### config.mk
export PLATFORM = sky130hd
export DESIGN_NAME = pc_sequencer
export DESIGN_NICKNAME = d
export VERILOG_FILES = /design/src/rtl/pipe_ctrl_pkg.sv /design/src/rtl/sat_counter.sv /design/src/rtl/pc_sequencer.sv
export SDC_FILE = /design/constraint.sdc
export NUM_CORES = 1
export LEC_CHECK = 0
export ABC_AREA = 1
export CAP_MARGIN = 20
export CORE_ASPECT_RATIO = 0.8
export CORE_MARGIN = 2
export CORE_UTILIZATION = 50
export DETAILED_ROUTE_END_ITERATION = 7
export HOLD_SLACK_MARGIN = 0.1
export MAX_ROUTING_LAYER = met4
export PLACE_DENSITY_LB_ADDON = 0.2
export SYNTH_ARGS = -nofsm -noshare
export SYNTH_HDL_FRONTEND = slang
export SYNTH_SLANG_ARGS = --single-unit
export TNS_END_PERCENT = 50
### constraint.sdc
create_clock -name clk -period 2.6 [get_ports clk]
set_input_delay 0.52 -clock clk [delete_from_list [all_inputs] [get_ports clk]]
set_output_delay 0.52 -clock clk [all_outputs]
set_load 0.1 [all_outputs]
### src/rtl/pipe_ctrl_pkg.sv
// Shared definitions for the LEGv8 pipeline front-end control: sequencer states,
// the hazard-free register index, the fetch stride and the NOP used by IF/ID flushes.
package pipe_ctrl_pkg;

    typedef enum logic [1:0] {
        BOOT = 2'd0,
        RUN  = 2'd1,
        HALT = 2'd2
    } seq_state_e;

    localparam int XZR_IDX_C     = 31;
    localparam int INSTR_BYTES_C = 4;

    // Canonical A64 NOP encoding that the IF/ID register loads when flushed.
    localparam logic [31:0] NOP_INSTR = 32'hD503201F;

endpackage

### src/rtl/sat_counter.sv
// Saturating up-counter: clear has priority, inc adds one until all ones, then holds.
module sat_counter #(
    parameter int WIDTH = 16
) (
    input  logic             clk,
    input  logic             clear,
    input  logic             inc,
    output logic [WIDTH-1:0] count
);

    always_ff @(posedge clk) begin
        if (clear) begin
            count <= '0;
        end else if (inc && (count != {WIDTH{1'b1}})) begin
            count <= count + WIDTH'(1);
        end
    end

endmodule

### src/rtl/pc_sequencer.sv
// Front-end sequencer for the 5-stage LEGv8 pipeline: chooses PC advance/hold/redirect,
// drives IF/ID, ID/EX and EX/MEM bubble controls, and keeps saturating perf counters.
module pc_sequencer
    import pipe_ctrl_pkg::*;
#(
    parameter int PC_WIDTH    = 10,
    parameter int INSTR_BYTES = INSTR_BYTES_C,
    parameter int CNT_WIDTH   = 16,
    parameter int XZR_IDX     = XZR_IDX_C
) (
    input  logic                 clk,
    input  logic                 reset,
    input  logic [PC_WIDTH-1:0]  current_pc,
    input  logic                 imem_ready,
    input  logic [4:0]           if_id_rn,
    input  logic [4:0]           if_id_rm,
    input  logic                 if_id_uses_rm,
    input  logic                 id_ex_mem_read,
    input  logic [4:0]           id_ex_rd,
    input  logic                 halt_req,
    input  logic                 branch_taken_mem,
    input  logic [PC_WIDTH-1:0]  branch_target_mem,
    output logic                 PCWrite,
    output logic [PC_WIDTH-1:0]  next_pc,
    output logic                 if_id_write,
    output logic                 if_id_flush,
    output logic                 id_ex_flush,
    output logic                 ex_mem_flush,
    output logic                 halted,
    output logic [CNT_WIDTH-1:0] cyc_cnt,
    output logic [CNT_WIDTH-1:0] stall_cnt,
    output logic [CNT_WIDTH-1:0] flush_cnt
);

    localparam logic [4:0] XZR_REG = 5'(XZR_IDX);

    seq_state_e          state;
    seq_state_e          state_next;
    logic                load_use;
    logic                stall_inc;
    logic                flush_inc;
    logic [PC_WIDTH-1:0] seq_pc;

    assign seq_pc = current_pc + PC_WIDTH'(INSTR_BYTES);

    assign load_use = id_ex_mem_read && (id_ex_rd != XZR_REG) &&
                      ((id_ex_rd == if_id_rn) || (if_id_uses_rm && (id_ex_rd == if_id_rm)));

    always_ff @(posedge clk) begin
        if (reset) begin
            state <= BOOT;
        end else begin
            state <= state_next;
        end
    end

    always_comb begin
        state_next   = state;
        next_pc      = seq_pc;
        PCWrite      = 1'b0;
        if_id_write  = 1'b1;
        if_id_flush  = 1'b0;
        id_ex_flush  = 1'b0;
        ex_mem_flush = 1'b0;
        halted       = 1'b0;
        stall_inc    = 1'b0;
        flush_inc    = 1'b0;

        if (reset) begin
            if_id_write  = 1'b0;
            if_id_flush  = 1'b1;
            id_ex_flush  = 1'b1;
            ex_mem_flush = 1'b1;
        end else begin
            unique case (state)
                BOOT: begin
                    if_id_flush = 1'b1;
                    state_next  = RUN;
                end
                RUN: begin
                    // A taken branch in MEM squashes everything younger, so it beats any stall.
                    if (branch_taken_mem) begin
                        next_pc      = branch_target_mem;
                        PCWrite      = 1'b1;
                        if_id_flush  = 1'b1;
                        id_ex_flush  = 1'b1;
                        ex_mem_flush = 1'b1;
                        flush_inc    = 1'b1;
                    end else if (load_use) begin
                        if_id_write = 1'b0;
                        id_ex_flush = 1'b1;
                        stall_inc   = 1'b1;
                    end else if (halt_req) begin
                        if_id_flush = 1'b1;
                        state_next  = HALT;
                    end else if (!imem_ready) begin
                        if_id_flush = 1'b1;
                        stall_inc   = 1'b1;
                    end else begin
                        PCWrite = 1'b1;
                    end
                end
                HALT: begin
                    if_id_flush = 1'b1;
                    halted      = 1'b1;
                end
                default: begin
                    state_next = BOOT;
                end
            endcase
        end
    end

    sat_counter #(.WIDTH(CNT_WIDTH)) u_cyc_cnt (
        .clk   (clk),
        .clear (reset),
        .inc   (1'b1),
        .count (cyc_cnt)
    );

    sat_counter #(.WIDTH(CNT_WIDTH)) u_stall_cnt (
        .clk   (clk),
        .clear (reset),
        .inc   (stall_inc),
        .count (stall_cnt)
    );

    sat_counter #(.WIDTH(CNT_WIDTH)) u_flush_cnt (
        .clk   (clk),
        .clear (reset),
        .inc   (flush_inc),
        .count (flush_cnt)
    );

endmodule

==> results.md, run 1 <==
- The flow ran to the end, and the final reports show no timing, DRC or antenna violations.
- The synthesized net count is about 580.
- The data required time at the worst endpoint is 2080 ps.
- The fill cell instance count of the final layout is between 500 and 600.
- Setup repair after global routing could not meet its margin everywhere.
- The number of antenna diodes in the final layout is 0.
- The number of hold-slack violations in the final timing report is 0.
- For this design the ratio of total power to cell area is approximately 410 nW/um^2.
- After synthesis, flip-flops and latches occupy between 30% and 40% of the total area.
- Counting the buffers created by CTS gives 5.
- The nature of the critical path startpoint is an input pin.
- For the finished layout, the period the worst path requires is roughly 2500 ps.
- The detailed router finished its first iteration with around 150 violations.
- The detailed router placed ~3,600 vias in this run.
- The post-route netlist has between 10% and 20% of its cells at a drive strength greater than 1.
- For this run, the number of Yosys warnings is 0.
- Entering global routing, the biggest net connects 28 pins.
- The maximum buffer depth of the clock tree is 2.
- The maximum level of the CTS H-tree is 2.
- In this run the worst hold path is classified as reg2reg.
- The signed area change from the synthesized netlist to the final layout is 41.0%.
- After clock tree synthesis, the clock-pin slew on the worst setup and hold paths is 100 ps.
- The multi-input combinational cells in the finished layout cover a total of between 1500 and 2000 sq um.
- For the final database, setup skew stands at 14.4 ps.
- The final period utilization is a little over nine tenths.
- The number of antenna-violating nets in the routed design is 0.
- The detailed placer's ending HPWL is approximately 6800 um.
- STA puts the critical path data arrival time at around 2000 ps.
- The sum of internal, switching and leakage power is roughly 1900 uW.
- The detailed-route DRC error count is 0.
- The path type of the worst setup path is in2out.
- The die covers around 7000 sq um.
- The CTS tree is yes.
- At the pin with the least slew margin, the transition time is ~440 ps.
- The type of destination of the critical path is an output pin.
- The number of maximum-capacitance constraint violations is 0.
- The end-of-flow core utilization is just over 70%.
- Across the VDD grid, the largest voltage drop is between 0.3 and 0.4 mV.
- The synthesized area per cell is a little over 6 sq um.
- The initialized floorplan defines 26 standard-cell rows.
- Once the floorplan was initialized, standard cells occupied about half of the core.
- The total congestion overflow is 0.
- The number of different library cells used by synthesis comes to 39.
- The die boundary height is about 76 um.
- Based on the critical path, the design can be clocked at up to 0.397 GHz.
- In the routed layout, each cell is associated on average with a via count of between 5 and 6.
- The register bit total from synthesis is 50.
- Clock tree synthesis found a total of 50 sinks.
- The top cell types in the final layout, fill and taps aside, are nand2_1 (135), inv_1 (88), nor2_1 (65).
- The synthesized instance count is ~530.
- In the final layout, flip-flops and latches occupy 1000 sq um.
- The synthesized design contains 0 enable-type register cells.
- The all-layer global routing usage is 24.6%.
- The number of global-route vias before repair is 3,347.
- The count of TritonRoute iterations in the first routing pass is 5.
- At the end of routability-driven placement, the weighted congestion stood at approximately 0.90.
- The count of endpoints failing setup in the final report is 0.
- From left edge to right edge, the die measures about 94 um.
- The leakage power is 0.00217 uW.
- In this run the tightest slew margin relative to its limit is between 70% and 80%.
- The total standard cell area after synthesis is about 3300 sq um.
- After detailed routing, the average wire length per cell comes to 12.3 um.
- The final max-slew violation count is 0.
- The first global-routing pass estimated approximately 14,000 um of wire.
- The clock latency at the later pin of the worst-skew pair is approximately 310 ps.
- The clock root buffer master is clkbuf_8.
- Along the worst path, the maximum fanout reaches 2.
- The quantity of hold-fixing buffers added after cts is 0.
- The routed design has slightly below 9000 um of wire.
- In the synthesized netlist the async set-or-reset flop fraction comes to 0%.
- around 110 I/O pins were placed.
- The library cell used most frequently in the layout, excluding fill and tap cells, is nand2_1.
- The number of antenna violations at the first check in global routing was 0.
- The dominant register cell in the synthesized netlist is dfxtp_1.
- The final layout contains just under 700 nets.
- Input and output buffers added on the ports amount to around 110.
- The core region is 6380 sq um.
-- repair_timing --
action / in CTS / in global routing
pin swaps: 0 / 3
setup endpoints to repair: 2 / 6
resized for setup: 1 / 14
hold endpoints to repair: 0 / 0
buffers inserted: 0 / 1
-- cells by family (layout without fill, tap and decap cells) --
| family | Yosys count | after routing | share of synthesized area (%) |
|---|---|---|---|
| xor gates and xnor gates | 12 | 12 | 3.21 |
| DFF | 50 | 50 | 30.6 |
| and+or+nand+nor | 304 | 304 | 42.1 |
| AOI/OAI and AO/OA | 54 | 54 | 9.32 |
| buffers and inverters | 105 | 215 | 12.7 |
| muxes | 2 | 2 | 0.611 |
| adders and majority gates | 4 | 4 | 1.53 |
-- registers in the layout, indices dropped and copies added, names as in the netlist --
signal and cells:
state 2, u_flush_cnt.count 16, u_stall_cnt.count 16, u_cyc_cnt.count 16
-- synth_stat cells (3+ instances only) --
library cell,instances,area [sq um]
o21ai_0,24,120
xnor2_1,8,70.1
a21oi_1,15,75.1
nand3_1,42,210
ha_1,4,50.1
o21a_1,3,22.5
inv_1,88,330
nand2_2,7,43.8
dfxtp_1,50,1000
inv_2,5,18.8
nor4_1,3,18.8
nand2_1,136,510
o21ai_1,3,15.0
xor2_1,4,35.0
nor2_4,4,45.0
nor2_1,68,255
nand4_1,19,119
buf_4,3,22.5
clkbuf_1,5,18.8
a31oi_1,3,18.8
nor2_2,3,18.8
nor3_1,13,65.1
-- critical path, stage by stage --
cell             delay (ps)
clkdlybuf4s50_1         490
ha_2                    190
nand3_1                 110
nor2_1                  120
nand2_1                  70
xnor2_1                 130
mux2i_1                  80
inv_1                   100
buf_12                  180
-- area by class of cell --
class | instances | area share, %
clock buffer | 5 | 1.49
clock inverter | 3 | 0.948
inverter | 93 | 7.56
multi-input combinational | 376 | 40.6
sequential | 50 | 21.7
tap | 84 | 2.28
timing repair buffer | 114 | 25.4
-- where the power goes --
group / internal (uW) / switching, uW
combinational: 190 / 342
clock: 289 / 280
sequential: 774 / 10.5
total: 1250 / 633
-- routing by layer --
metal | vias to the layer above | share of wire (%) | track usage (%)
li1 | 1898 | - | -
met1 | 1617 | 44 | 31.4
met2 | 116 | 48 | 39.9
met3 | 18 | 5.7 | 4.65
met4 | 0 | 1.7 | 6.67
met5 | - | 0 | -
-- path summary, 6_finish.rpt --
check	startpoint	endpoint	slack (ps)	depth (start not counted)
setup / recovery	current_pc[3]	next_pc[8]	80	9
hold / removal	u_flush_cnt.count[8]	u_flush_cnt.count[8]	500	2
setup reg to reg	u_flush_cnt.count[0]	u_flush_cnt.count[8]	550	10
hold reg to reg	u_flush_cnt.count[8]	u_flush_cnt.count[8]	500	2
-- through the flow --
stage	hold slack, ps	cell area (sq um)	worst slack, ps	instances	TNS [ps]
2_1_floorplan	518	3270	-295	531	-1100
3_3_place_gp	474	4460	63.7	716	0
3_5_place_dp	486	4460	-40.1	716	-40.1
4_1_cts	500	4580	3.19	724	0
5_1_grt	526	4620	-33.0	725	-40.2
6_report	498	4620	83.1	725	0
Note: power is estimated with default switching activity, not from simulation.
==> run 2: changes to the inputs <==
Settings changed: CTS_BUF_LIST set to sky130_fd_sc_hd__clkbuf_4.
==> run 2 against run 1 <==
  * Via count is the same
  * Utilization shrank 0.49 points
  * Total power shrank 4.7%
  * Sequential share of layout area grew 0.15 points
  * Fmax is essentially flat
  * Die area is the same
  * Non-clock buffer count is the same
  * Critical path type unchanged
  * Largest cell class unchanged
  * Largest power group unchanged
==> results.md, run 2 (same netlist as run 1, synthesis figures left out) <==
- Buffers inserted to repair hold after CTS numbered 0.
- The final max-slew violation count was 0.
- The HPWL after detailed placement is about 7000 um.
- The detailed-route DRC error count is 0.
- The maximum buffer depth of the clock tree is 2.
- The count of buffer and inverter cells on the critical path is 3.
- The number of antenna violations at the first check in global routing is 0.
- The number of nets in the layout is 686.
- Buffers placed on the I/O ports in this run total roughly 110.
- The maximum level of the CTS H-tree is 2.
- At the end of the flow the core is filled with cells to a little under three quarters.
- Wires add up to ~8900 um.
- STA puts the critical path data required time at about 2100 ps.
- The global-route wire length before repair is 14,400 um.
- Global routing finished with a remaining overflow of 0.
- Relative to the synthesized area, the layout overhead comes to 40.1%.
- The most critical setup path has its startpoint at current_pc[3].
- The pin count of the biggest net entering global routing is 28.
- The weighted congestion reported at the end of routability-driven placement is 0.900.
- Clock-pin slew was measured on the worst setup and hold paths at ~150 ps.
- The type of destination of the critical path is an output pin.
- The number of global-route vias before repair was around 3,400.
- The die covers a little over 7000 sq um.
- In this run the cell area measured after placement is around 4500 sq um.
- The number of hold-slack violations in the final timing report is 0.
- The starting utilization of the core area is 51.4%.
- Timing would allow up to just under 0.4 GHz.
- STA puts the critical path data arrival time at around 2000 ps.
- The nature of the critical path startpoint is an input pin.
- Setup slack on the worst reg-to-reg path comes out at ~540 ps.
- For the pin with the worst max-slew slack, the measured transition is roughly 430 ps.
- The final cell area excluding filler cells is between 4000 and 5000 sq um.
- The type of the tightest min-delay check is reg2reg.
- For the finished layout, the period the worst path requires is approximately 2500 ps.
- The worst register-to-register path begins at u_flush_cnt.count[0].
- The critical path is of the in2out type.
- The multi-input gate area in the final layout is ~1900 sq um.
- Traced cell by cell, the critical path runs through clkdlybuf4s50_1, ha_2, nand3_1, nor2_1, nand2_1, xnor2_1, mux2i_1, inv_1, buf_12.
- In this run, CTS created clock tree buffers numbering 5.
- The die boundary height is about 76 um.
- For this design, the slowest cell found on the critical path is clkdlybuf4s50_1.
- The die is around 94 um wide.
- The placeable core region is about 6400 sq um.
- In this run the tightest slew margin relative to its limit is 71.0%.
- The clock sink count is 50.
- The sequential cell area is between 1000 and 1500 sq um.
- The largest single stage delay on the critical path is 490 ps.
- The all-layer global routing usage is between 20% and 30%.
- The antenna diode count is 0.
- TritonCTS built the clock tree.
- The number of top-level design ports is between 100 and 150.
- The family with the most delay on the worst path is buffers and inverters.
- The beginning of the worst hold path is u_flush_cnt.count[8].
- The maximum resistive drop on vdd is approximately 0.28 mV.
- The tree is rooted in a clkbuf_4.
- The library cell used most frequently in the layout, excluding fill and tap cells, is nand2_1.
- Setup repair after global routing could not meet its margin everywhere.
- The layout cell share with drive strength beyond 1 is 17.3%.
- The number of maximum-capacitance constraint violations is 0.
- The run finished with clean final reports.
- The fill cell instance count of the final layout is roughly 540.
- The via density per instance is just over 5.
- The largest fanout on the critical path is 2.
- In the finished design, the share of the clock period the worst path needs comes to approximately 97%.
- The first-iteration detailed-routing DRC count is around 150.
- Summed over all cells, the static leakage comes to 0.00215 uW.
- The number of antenna-violating nets in the routed design is 0.
- After detailed routing, the average wire length per cell comes to 12.3 um.
- Row generation in the floorplan step produced 26 rows.
- The largest registers in the layout are u_cyc_cnt.count x16, u_flush_cnt.count x16, u_stall_cnt.count x16.
- The count of TritonRoute iterations in the first routing pass is 5.
- The worst-case clock skew is around 25 ps.
- The routed layout has ~3,600 vias.
- The power density relative to cell area is ~390 nW/um^2.
- The later pin in the worst-skew pair is clocked with a latency of about 380 ps.
- The library cells used most frequently in the layout, excluding fill and tap cells, are nand2_1 (135), inv_1 (88), nor2_1 (65).
- The count of endpoints failing setup in the final report is 0.
==> run 2: final timing paths <==
kind / end / depth (start not counted)
setup / recovery: next_pc[8] / 9
hold / removal: u_flush_cnt.count[8] / 2
hold reg to reg: u_flush_cnt.count[8] / 2
setup reg to reg: u_flush_cnt.count[6] / 9
==> run 2: layout make-up <==
cell class / instances / area share [%]
repair buffers: 114 / 25.6
flip-flops and latches: 50 / 21.8
clock buffers: 5 / 0.818
clock inverters: 3 / 0.955
multi-input cells: 376 / 40.9
inverters: 93 / 7.61
well taps: 84 / 2.29
==> run 2: per-layer routing <==
layer | part of all wire, % | global-route usage (%) | vias to the layer above
met1 | 44 | 31.1 | 1630
met5 | 0 | - | -
met2 | 49 | 40.2 | 108
met3 | 6.0 | 4.65 | 14
li1 | - | - | 1897
met4 | 1.5 | 7.97 | 0
==> run 2: worst register-to-register path, cell delays in order, from the launching register on <==
cell	delay, ps
dfxtp_1	450
ha_1	210
nand2_2	100
nor3_4	240
nand2_2	120
o21ai_4	380
inv_2	170
nand2_2	130
o21ai_1	70
a21oi_1	120
==> run 2: power by group <==
part           leakage [uW]  internal (uW)  total, uW  switching [uW]
sequential         0.000404            776        786            10.3
clock             0.0000456            205        479             274
combinational       0.00170            190        533             342
==> run 2: repair_timing <==
item | 4_1_cts | 5_1_grt
pin swaps | 0 | 3
cloned | 0 | 0
gates resized for setup | 1 | 14
buffers inserted | 0 | 1
setup endpoints to repair | 2 | 6
hold endpoints to repair | 0 | 0
==> run 2: per-stage QoR <==
stage	TNS, ps	std cells	power [uW]	hold WS (ps)	setup slack (ps)
floorplan	-1100	531	1120	518	-295
global placement	0	716	1320	474	63.7
CTS	0	724	1800	506	3.19
detailed placement	-40.1	716	1330	486	-40.1
finish	0	725	1800	503	82.8
global route	-40.2	725	1860	532	-33.0
==> run 3: changes to the inputs <==
Settings changed: SYNTH_HIERARCHICAL set to 1.
==> run 3 against run 2 <==
  * Wire length is 4.1% higher
  * Flip-flop and latch count did not move
  * Clock skew is 10 ps lower
  * Total power is 1.5% lower
  * Cell count up 8.8%
  * Utilization shrank 0.94 points
  * Clock power about the same
  * Area after synthesis increased by 5.3%
  * Critical path depth shrank 4
  * Non-clock buffer count increased by 3
==> results.md, run 3 <==
- The run finished with clean final reports.
- The global-route wire length before repair is between 15,000 and 20,000 um.
- In the final routed layout, each cell accounts on average for around 12 um.
- The antenna diode count is 0.
- The type of destination of the critical path is an output pin.
- The most common cell in the synthesized netlist is nand2_1.
- In the final layout, the multi-input gates occupy around 2200 sq um.
- The number of top-level design ports is approximately 110.
- The fill cell instance count of the final layout is 586.
- The number of antenna violations at the first check in global routing is 0.
- On the critical path the largest part of the delay comes from buffers and inverters.
- The number of hold-slack violations in the final timing report is 0.
- The count of endpoints failing setup in the final report is 0.
- After detailed routing, the total wire length is 9280 um.
- The starting utilization of the core area is between 50% and 60%.
- The clock root buffer master is clkbuf_4.
- The final critical path time including I/O delays and setup is 2510 ps.
- The clock transition at the registers of the reported paths is 160 ps.
- The placement-stage worst setup slack is -104 ps.
- Synthesis instantiated 29 different standard cells from the library.
- The final critical path takes up 96.4% of the cycle.
- The critical path data arrival time is ~2000 ps.
- The detailed placer's ending HPWL is roughly 7400 um.
- The library cell used most frequently in the layout, excluding fill and tap cells, is nand2_1.
- The type of the tightest min-delay check is reg2reg.
- The clock net in this run drives a total of 50 sinks.
- The synthesized instance count is ~580.
- Max-cap violations in this run came to 0.
- The layout cell share with drive strength beyond 1 is between 20% and 30%.
- The number of global-route vias before repair is 3,668.
- STA puts the critical path data required time at ~2100 ps.
- The setup slack after layout is 94.0 ps.
- The clock latency at the later pin of the worst-skew pair is between 300 and 400 ps.
- Once layout is complete, the utilization of the core stands at ~71%.
- The finished cells cover just under 5000 sq um.
- Power spread over the standard cell area amounts to between 300 and 400 nW/um^2.
- Traced cell by cell, the critical path runs through clkdlybuf4s50_1, nor2_4, inv_2, a21oi_1, buf_12.
- The H-tree was split into 2 levels.
- Among all flip-flop cells after synthesis, the most frequent one is dfxtp_1.
- On the worst path, the slowest cell contributes a delay of around 540 ps.
- The area after detailed placement is about 4700 sq um.
- The master of the slowest instance on the critical path is clkdlybuf4s50_1.
- The register bit total from synthesis is 50.
- The detail route stage leaves a number of antenna-violating nets equal to 0.
- Counting flops with an async set or reset pin after synthesis yields a share of 0%.
- The layer flagged by global routing as most heavily used is met2.
- In this run the cell area of the synthesized design comes to ~3400 sq um.
- In this run the mean area of a mapped cell was a little under 6 sq um.
- The nature of the critical path startpoint is an input pin.
- The first-iteration detailed-routing DRC count is roughly 140.
- The detailed-route DRC error count is 0.
- The number of nets in the layout is roughly 750.
- The met2 track demand over resource in global routing is 42.7%.
- The count of TritonRoute iterations in the first routing pass is 5.
- The initialized floorplan defines 27 standard-cell rows.
- The peak clock frequency supported by timing is 0.399 GHz.
- Measured along the x axis, the die boundary spans between 90 and 100 um.
- Headroom to the max-slew limit came out at ~64%.
- The total congestion overflow is 0.
- Counting every net in the synthesized netlist gives 630.
- Yosys mapped a number of flops with a built-in enable equal to 0.
- The number of buffers and inverters on the critical path is 3.
- In the routed layout, each cell is associated on average with a via count of about 5.
- Measured along the y axis, the die boundary spans 78.3 um.
- In the layout the commonest cells are nand2_1 (192), nor2_1 (116), buf_4 (60).
- The worst-case IR drop observed on VDD is roughly 0.23 mV.
- Across the whole layout, storage elements account for ~1000 sq um.
- The commonest cells after synthesis are nand2_1 (194), nor2_1 (119), inv_1 (51).
- The largest fanout on the critical path is 10.
- The dominant cell type by area after synthesis is dfxtp_1.
- The routed layout has roughly 4,000 vias.
- The sequential element share of the synthesized area is between 20% and 30%.
- After floorplanning, the core was sized to cover slightly below 7000 sq um.
- Entering global routing, the biggest net connects 17 pins.
- The path type of the worst setup path is in2out.
- The all-layer global routing usage is 25.3%.
- The area enclosed by the die boundary is between 7000 and 8000 sq um.
- The number of buffers inserted during clock tree synthesis is 5.
- The sum of internal, switching and leakage power is 1770 uW.
- The clock passes through at most 2 buffers.
- The top cell type by area accounts for 29.0% of the synthesized area.
- The signed area change from the synthesized netlist to the final layout is 39.9%.
- The number of input and output port buffers inserted is about 110.
- Routability-driven placement finished with a final weighted congestion of just under 0.9.
- Setup repair after global routing could not meet its margin everywhere.
- For the pin with the worst max-slew slack, the measured transition is between 500 and 600 ps.
- The largest registers in the layout are u_cyc_cnt/count x16, u_flush_cnt/count x16, u_stall_cnt/count x16.
- The CTS tree is yes.
- The met3 routing resource usage after global routing is about 6.1%.
- Ranked by total cell area, the synthesized netlist is headed by dfxtp_1 (29%), nand2_1 (21%), nor2_1 (13%).
- The worst-case clock skew is roughly 15 ps.
- For met1 alone, demand over resource in global routing was 31.2%.
- The warning count from the yosys run is 6.
- The leakage power is roughly 0.0023 uW.
- The final max-slew violation count was 0.
## run 3: cell count changes in the layout (fill, tap and decap cells not counted), moves of 5 or more
cell and change:
xnor2_1 -5, o21ai_1 -6, nor2_2 +29, a21oi_1 +8
nand2_1 +57, nor2_1 +51, o21ai_0 -17, dlygate4sd2_1 +6
nand4_1 -7, clkdlybuf4s50_1 -8, inv_1 -39, nor3_1 -10
## run 3: path summary, 6_finish.rpt
check | from | endpoint | slack (ps) | cells past startpoint
setup / recovery | reset | next_pc[7] | 90 | 5
hold reg to reg | state[0] | state[0] | 530 | 1
hold / removal | state[0] | state[0] | 530 | 1
setup reg to reg | state[0] | u_stall_cnt/count[13] | 630 | 12
## run 3: worst register-to-register path: cells and delay by family, from the launching register on
kind                   cells  cell delay [ps]
AND/OR/NAND/NOR           10             1270
buffers and inverters      2              170
flip-flops                 1              420
## run 3: final cells by class
class | count | area share (%)
Inverter | 57 | 4.44
Timing Repair Buffer | 117 | 24.8
Sequential cell | 50 | 20.8
Clock buffer | 5 | 0.779
Multi-Input combinational cell | 470 | 46.1
Tap cell | 87 | 2.26
Clock inverter | 3 | 0.882
## run 3: per-layer routing
layer / vias to the layer above / wire length, um
met5: - / 0
met2: 140 / 4460
met4: 0 / 116
met3: 15 / 667
met1: 1796 / 4040
li1: 2054 / -
## run 3: through the flow
stage	hold slack, ps	TNS, ps	instances
detailed placement	511	-370	781
finish	533	0	789
floorplan	482	-515	584
CTS	530	0	789
global placement	500	-55.5	781
global route	553	-10.1	789
## run 3: repair_timing
item                       4_1_cts  5_1_grt
buffers inserted                 0        0
pin swaps                        1       10
gates resized for setup          8       18
setup endpoints to repair        6        6
hold buffers                     0        0
## run 3: logic make-up (layout without fill, tap and decap cells)
| kind of cell | Yosys count | after routing | synth area share [%] |
|---|---|---|---|
| simple gates | 428 | 428 | 55.8 |
| buf+inv | 64 | 182 | 7.51 |
| flops | 50 | 50 | 29.0 |
| compound gates | 32 | 32 | 4.86 |
| xor+xnor | 5 | 5 | 1.27 |
| fa+ha+maj | 4 | 4 | 1.45 |
| other cells | 1 | 1 | 0.109 |
## run 3: report_power, final
group,internal [uW],switching (uW)
Clock,203,274
Combinational,186,323
Sequential,774,8.83
Total,1160,605
